--- config.mk ---
export PLATFORM = sky130hd
export DESIGN_NAME = axis_s_rx_fifo
export DESIGN_NICKNAME = d
export VERILOG_FILES = /design/src/rtl/axis_s_rx_fifo.sv
export SDC_FILE = /design/constraint.sdc
export NUM_CORES = 1
export LEC_CHECK = 0
export ABC_AREA = 0
export CORE_MARGIN = 4
export CORE_UTILIZATION = 35
export DETAILED_ROUTE_END_ITERATION = 8
export PLACE_DENSITY = 0.57
export SLEW_MARGIN = 10
export SYNTH_ARGS = -nofsm -noshare
export SYNTH_HDL_FRONTEND = slang
export SYNTH_SLANG_ARGS = --single-unit
--- constraint.sdc ---
create_clock -name aclk -period 4.8 [get_ports aclk]
set_clock_uncertainty 0.2 [all_clocks]
set_input_delay 0.48 -clock aclk [delete_from_list [all_inputs] [get_ports aclk]]
set_output_delay 0.48 -clock aclk [all_outputs]
set_load 0.005 [all_outputs]
--- src/rtl/axis_s_rx_fifo.sv ---
// axis_s_rx_fifo: AXI-Stream slave receive buffer.
// Accepts beats from an upstream AXI-Stream master into a first-word-fall-through
// FIFO, exposes a pop interface to the consumer and counts completed packets.
// DEPTH must be a power of two and at least 2 so the pointers wrap naturally.
module axis_s_rx_fifo #(
  parameter int DATA_W    = 32,
  parameter int DEPTH     = 8,
  parameter int PKT_CNT_W = 16
) (
  input  logic                     aclk,
  input  logic                     areset_n,
  input  logic                     tvalid,
  output logic                     tready,
  input  logic [DATA_W-1:0]        tdata,
  input  logic                     tlast,
  input  logic                     rd_en,
  output logic                     rd_valid,
  output logic [DATA_W-1:0]        rd_data,
  output logic                     rd_last,
  output logic [$clog2(DEPTH):0]   fill,
  output logic [PKT_CNT_W-1:0]     pkt_cnt,
  output logic                     pkt_done
);

  localparam int AW = $clog2(DEPTH);
  localparam logic [AW:0] FILL_FULL = (AW+1)'(DEPTH);

  // Storage: payload plus its tlast flag; no reset so it maps onto plain RAM.
  logic [DATA_W:0]        mem [DEPTH];

  logic [AW-1:0]          wr_ptr_reg;
  logic [AW-1:0]          rd_ptr_reg;
  logic [AW:0]            fill_reg;
  logic [PKT_CNT_W-1:0]   pkt_cnt_reg;
  logic                   pkt_done_reg;
  logic                   ready_en_reg;

  logic                   push;
  logic                   pop;

  // Ready depends only on registers, never on tvalid, so there is no
  // combinational loop back to the upstream master.
  assign tready   = ready_en_reg && (fill_reg != FILL_FULL);
  assign rd_valid = (fill_reg != '0);

  // Pop is qualified by rd_valid, so rd_en on an empty FIFO is a no-op even
  // when a push lands in the same cycle.
  assign push = tvalid && tready;
  assign pop  = rd_en && rd_valid;

  // First-word-fall-through: head entry is shown directly from memory.
  assign {rd_last, rd_data} = mem[rd_ptr_reg];

  assign fill     = fill_reg;
  assign pkt_cnt  = pkt_cnt_reg;
  assign pkt_done = pkt_done_reg;

  // Write the accepted beat and its tlast flag at the write pointer.
  always_ff @(posedge aclk) begin
    if (push) begin
      mem[wr_ptr_reg] <= {tlast, tdata};
    end
  end

  // Write pointer advances on every accepted beat, wrapping modulo DEPTH.
  always_ff @(posedge aclk or negedge areset_n) begin
    if (!areset_n) begin
      wr_ptr_reg <= '0;
    end else if (push) begin
      wr_ptr_reg <= wr_ptr_reg + AW'(1);
    end
  end

  // Read pointer advances on every pop, wrapping modulo DEPTH.
  always_ff @(posedge aclk or negedge areset_n) begin
    if (!areset_n) begin
      rd_ptr_reg <= '0;
    end else if (pop) begin
      rd_ptr_reg <= rd_ptr_reg + AW'(1);
    end
  end

  // Occupancy: the only source of full/empty; unchanged on push+pop.
  always_ff @(posedge aclk or negedge areset_n) begin
    if (!areset_n) begin
      fill_reg <= '0;
    end else begin
      case ({push, pop})
        2'b10:   fill_reg <= fill_reg + (AW+1)'(1);
        2'b01:   fill_reg <= fill_reg - (AW+1)'(1);
        default: fill_reg <= fill_reg;
      endcase
    end
  end

  // Packet counter and one-cycle completion pulse for each accepted tlast beat.
  always_ff @(posedge aclk or negedge areset_n) begin
    if (!areset_n) begin
      pkt_cnt_reg  <= '0;
      pkt_done_reg <= 1'b0;
    end else begin
      pkt_done_reg <= push && tlast;
      if (push && tlast) begin
        pkt_cnt_reg <= pkt_cnt_reg + PKT_CNT_W'(1);
      end
    end
  end

  // Hold tready low until the first clock edge after reset release.
  always_ff @(posedge aclk or negedge areset_n) begin
    if (!areset_n) begin
      ready_en_reg <= 1'b0;
    end else begin
      ready_en_reg <= 1'b1;
    end
  end

endmodule

; ---- After elaboration in Yosys (flattened, before gate mapping)
; Memory sizes are Yosys's and may differ from the RTL's.
; Cells that the tools add are included.
[totals]
ff_bits = 28
n_memories = 1
input_bits = 37
mem_bits_rw = 264
output_inout_bits = 56
elab_cells = 24
[memory_table]
columns = memory, words, word_bits, read_ports, rd_clocked_by_memory_dff, write_ports, line_no
row1 = mem, 8, 33, 1, 0, 1, 29  ; logic [DATA_W:0] mem [DEPTH];
[op_classes]
reduce_logical = 6
muxes = 3
addsub = 5
n_eq_ne = 3
[ops]
columns = operator, n
row1 = $add A16 B1 Y16 const B, 1
row2 = $pmux W4 S2, 1
row3 = $add A3 B1 Y3 const B, 2
row4 = $add A4 B1 Y4 const B, 1
row5 = $logic_and A1 B1 Y1, 4
row6 = $ne A4 B4 Y1 const B, 1
row7 = $reduce_bool A4 Y1, 1
row8 = $sub A4 B1 Y4 const B, 1
row9 = $eq A2 B1 Y1 const B, 1
row10 = $eq A2 B2 Y1 const B, 1
row11 = $mux W1, 2
row12 = $reduce_bool A2 Y1, 1

; ---- Longest topological paths before layout
[depth]
word_depth = 5
ltp_mapped = 10
depth_no_buf = 9

; ---- Worst setup path before layout
; Ideal clock, no wire load.
[synth_timing]
path_type = flip-flop to flip-flop
from = register fill_reg[3] (netlist: fill[3])
to = memory mem[0][0] (netlist bit), enable pin
synth_period_minus_slack_ns = 4.112
stages_incl_launch_ff = 6
t_arrival_ns = 3.448
path_slack_ns = 0.688
required_ns = 4.136
setup_time_ns = 0.464
path_buffers = 1
cell_sequence = dfrtp_1 > or4b_4 > and3_4 > buf_6 > or2b_1 > nor3_1
[synth_via]
elab_chain_len = 5
[synth_lines]
columns = item, line_no
row1 = "start, declared", 33  ; logic [AW:0] fill_reg;
row2 = "start signal, assigned", 89  ; 2'b10: fill_reg <= fill_reg + (AW+1)'(1);
row3 = "start signal, assigned", 90  ; 2'b01: fill_reg <= fill_reg - (AW+1)'(1);
row4 = "start signal, assigned", 91  ; default: fill_reg <= fill_reg;
row5 = $ne A4 B4 Y1, 43  ; assign tready = ready_en_reg && (fill_reg != FILL_FULL);
row6 = $logic_and A1 B1 Y1, 43
row7 = $logic_and A1 B1 Y1, 48  ; assign push = tvalid && tready;
row8 = $mux W1, 60  ; if (push) begin
row9 = $mux W1 (implied by the code), 61  ; mem[wr_ptr_reg] <= {tlast, tdata};
row10 = "end, declared", 29
; No other way between the ends.

; ---- Worst setup path in the final report
[layout_timing]
from = register rd_ptr_reg[0]
to = output rd_data[8]
[layout_via]
elab_chain_len = 1
[layout_lines]
columns = item, line_no
row1 = "start, declared", 32  ; logic [AW-1:0] rd_ptr_reg;
row2 = "start signal, assigned", 79  ; rd_ptr_reg <= rd_ptr_reg + AW'(1);
row3 = $mem_v2 Z8 W33, n/a
row4 = "end, declared", 18  ; output logic [DATA_W-1:0] rd_data,
; No other way between the ends.

==> run metrics <==
status=completed; mapped cell area=11300 sq um; final WL=23100 microns; Largest register FFs=264; CP endpoint kind=output port; Final Hold Viols=0; Syn Inst Count=517; share of cells above drive strength 1=0.255; antenna fix cells=0; Power Density=559 nW/um^2; Final ANT Viol Nets=0; setup violators final=0; Final Max Tran Viols=0; clock power share=0.286; Max-Cap Viols=0; Critical Path AT=3.12 ns; die area=35300 sq um; Primary FF master, synth=edfxtp_1; I/O pins=93; starting density of the core=0.357; postcts setup bufs=0; Slowest cell on crit path=dfrtp_4; switch share=0.267; first-pass GRT wire length=35500 microns; switching power=2050 uW; setup TNS=0 ns; Clk pin slew, worst setup/hold paths=0.07 ns; placer congestion estimate=0.775; max incr delay on CP=0.85 ns; H-tree levels=1; CTS Buf Count=29; hold crit path type=in2async; design area=13700 sq um; CP startpoint=rd_ptr_reg[0]; # rows=65; Final min period=3.80 ns; Port Buffers=92; router iterations before antenna repair=6; logic gate share of total power=0.273; CP Data Required Time=4.12 ns; Internal=5620 uW; Seq cells post-synth=292; placed instance area=12800 sq um; clock buffer depth=3; CTS tree=built; Final Cycle Share=0.793; Syn Nets=561; CP cell instances=buf_12, mux4_2, mux2_2, clkdlybuf4s50_1; Post-synth EDFFs=264; Flop pwr share=0.441; Max FO, Critical Path=38; Seq/Total Area, Yosys=0.762; Clock Latency Late Sink=0.55 ns; FF-to-FF Start=fill[0]; DRC Markers=0; Netlist cell types=38; Synth async-reset ratio=0.0959; Rel. slew slack=0.311; peak supply drop=321 uV; vias in the first global route=5908; Vias/cell=5.08; RSZ-0062 raised after global routing=no; Die W=188 microns; Least-Margin Pin Slew=1.03 ns; pin count of the biggest net entering global routing=69; Iteration-0 DRC Markers=345; f_max=263 MHz; WS Path Type=reg2out; synthesized area per cell=21.9 sq um; initial antenna violation count=1; Synth warnings=0; grt ovf=0; crit start category=flop; Post-CTS Resized=0; reg2reg setup slack=1.72 ns; CTS Hold Bufs=0; DP HPWL=13400 microns; nets=673; DR vias=5340; total clock sinks=292; synthesis-to-finish area growth=21.2%; Die H=188 microns; Avg WL per Cell=21.9 microns; Leak=0.00444 uW; GRT Total Usage=0.130; root buf cell=clkbuf_16; core area=31700 sq um
power groups by stage:
stage / sequential [uW] / combinational, uW / clock, uW
final: 3380 / 2090 / 2200
after global routing: 3430 / 2260 / 2360
after CTS: 3390 / 2160 / 2260
after detailed placement: 3440 / 2140 / 0
after global placement: 3420 / 2120 / 0
after floorplan: 3160 / 1410 / 0
path summary, 6_finish.rpt:
path	to	cells past startpoint
min reg2reg	pkt_cnt[15]	1
max in group asynchronous	rd_ptr_reg[0]	2
max	rd_data[8]	4
max reg2reg	fill[3]	8
min in group aclk	pkt_cnt[15]	1
min	pkt_cnt[0]	2
kinds of logic after synthesis:
family | share of synthesized area
XOR/XNOR | 0.0162
adder cells (fa/ha/maj) | 0.00840
AND/OR/NAND/NOR | 0.0292
multiplexers | 0.167
buffers and inverters | 0.0138
flip-flops | 0.762
other | 0.000331
AO/OA/AOI/OAI | 0.00254
synthesized netlist by cell type, types with 2 or more instances:
library cell | number | area, sq um
edfxtp_1 | 264 | 7930
mux4_2 | 66 | 1490
mux2_2 | 34 | 383
dfrtp_1 | 28 | 701
xnor2_1 | 16 | 140
nand2_1 | 14 | 52.6
nand3_1 | 9 | 45.0
clkbuf_1 | 8 | 30.0
inv_1 | 7 | 26.3
ha_1 | 6 | 75.1
nor2_1 | 6 | 22.5
buf_2 | 5 | 25.0
buf_6 | 5 | 56.3
nand4_1 | 5 | 31.3
nor3_1 | 5 | 25.0
xor2_1 | 5 | 43.8
buf_1 | 4 | 15.0
nand2b_1 | 4 | 25.0
nor4_1 | 3 | 18.8
o21ai_0 | 3 | 15.0
and3_1 | 2 | 12.5
and4_1 | 2 | 17.5
cell type report:
class | instances | area (sq um)
fillers | 2760 | 18000
flip-flops and latches | 292 | 8640
multi-input cells | 195 | 2590
repair buffers | 103 | 1040
clock buffers | 35 | 748
well taps | 402 | 503
clock inverters | 17 | 173
inverters | 8 | 30.0
placed cells by master, fill, tap and decap left out, drive strengths merged, types with 4 or more instances in the layout:
| master | synthesis | routed |
|---|---|---|
| nand2b | 4 | 4 |
| nor2 | 6 | 6 |
| xor2 | 5 | 5 |
| ha | 6 | 6 |
| nand2 | 14 | 14 |
| inv | 8 | 11 |
| mux2 | 35 | 35 |
| edfxtp | 264 | 264 |
| dfrtp | 28 | 28 |
| nor3 | 5 | 5 |
| clkinv | 0 | 11 |
| xnor2 | 16 | 16 |
| buf | 14 | 11 |
| nand3 | 9 | 9 |
| mux4 | 66 | 66 |
| clkdlybuf4s50 | 0 | 92 |
| nand4 | 5 | 5 |
| clkbuf | 8 | 35 |
stage by stage:
stage	std cells	hold WS [ns]	worst slack, ns	power, uW	utilization
after floorplan	517	-0.0156	0.688	4580	-
after global placement	1000	0.262	1.52	5540	0.404
after detailed placement	1000	0.264	1.49	5580	0.404
after CTS	1052	0.110	0.906	7810	0.433
after global routing	1052	0.147	0.812	8050	0.433
final	1052	0.119	0.996	7670	0.433
per-layer routing:
metal,vias to the layer above,GRT usage,share of wire
met5,-,0,0.00087
li1,2342,-,-
met1,2809,0.173,0.43
met3,31,0.0309,0.059
met4,2,0.0243,0.017
met2,156,0.223,0.50
critical path: cells and delay by family, from the launching register on:
kind | cells | cell delay (ns)
muxes | 2 | 0.85
DFF | 1 | 0.85
buffers and inverters | 2 | 0.84
No activity file was read; power rests on OpenSTA's default activity.
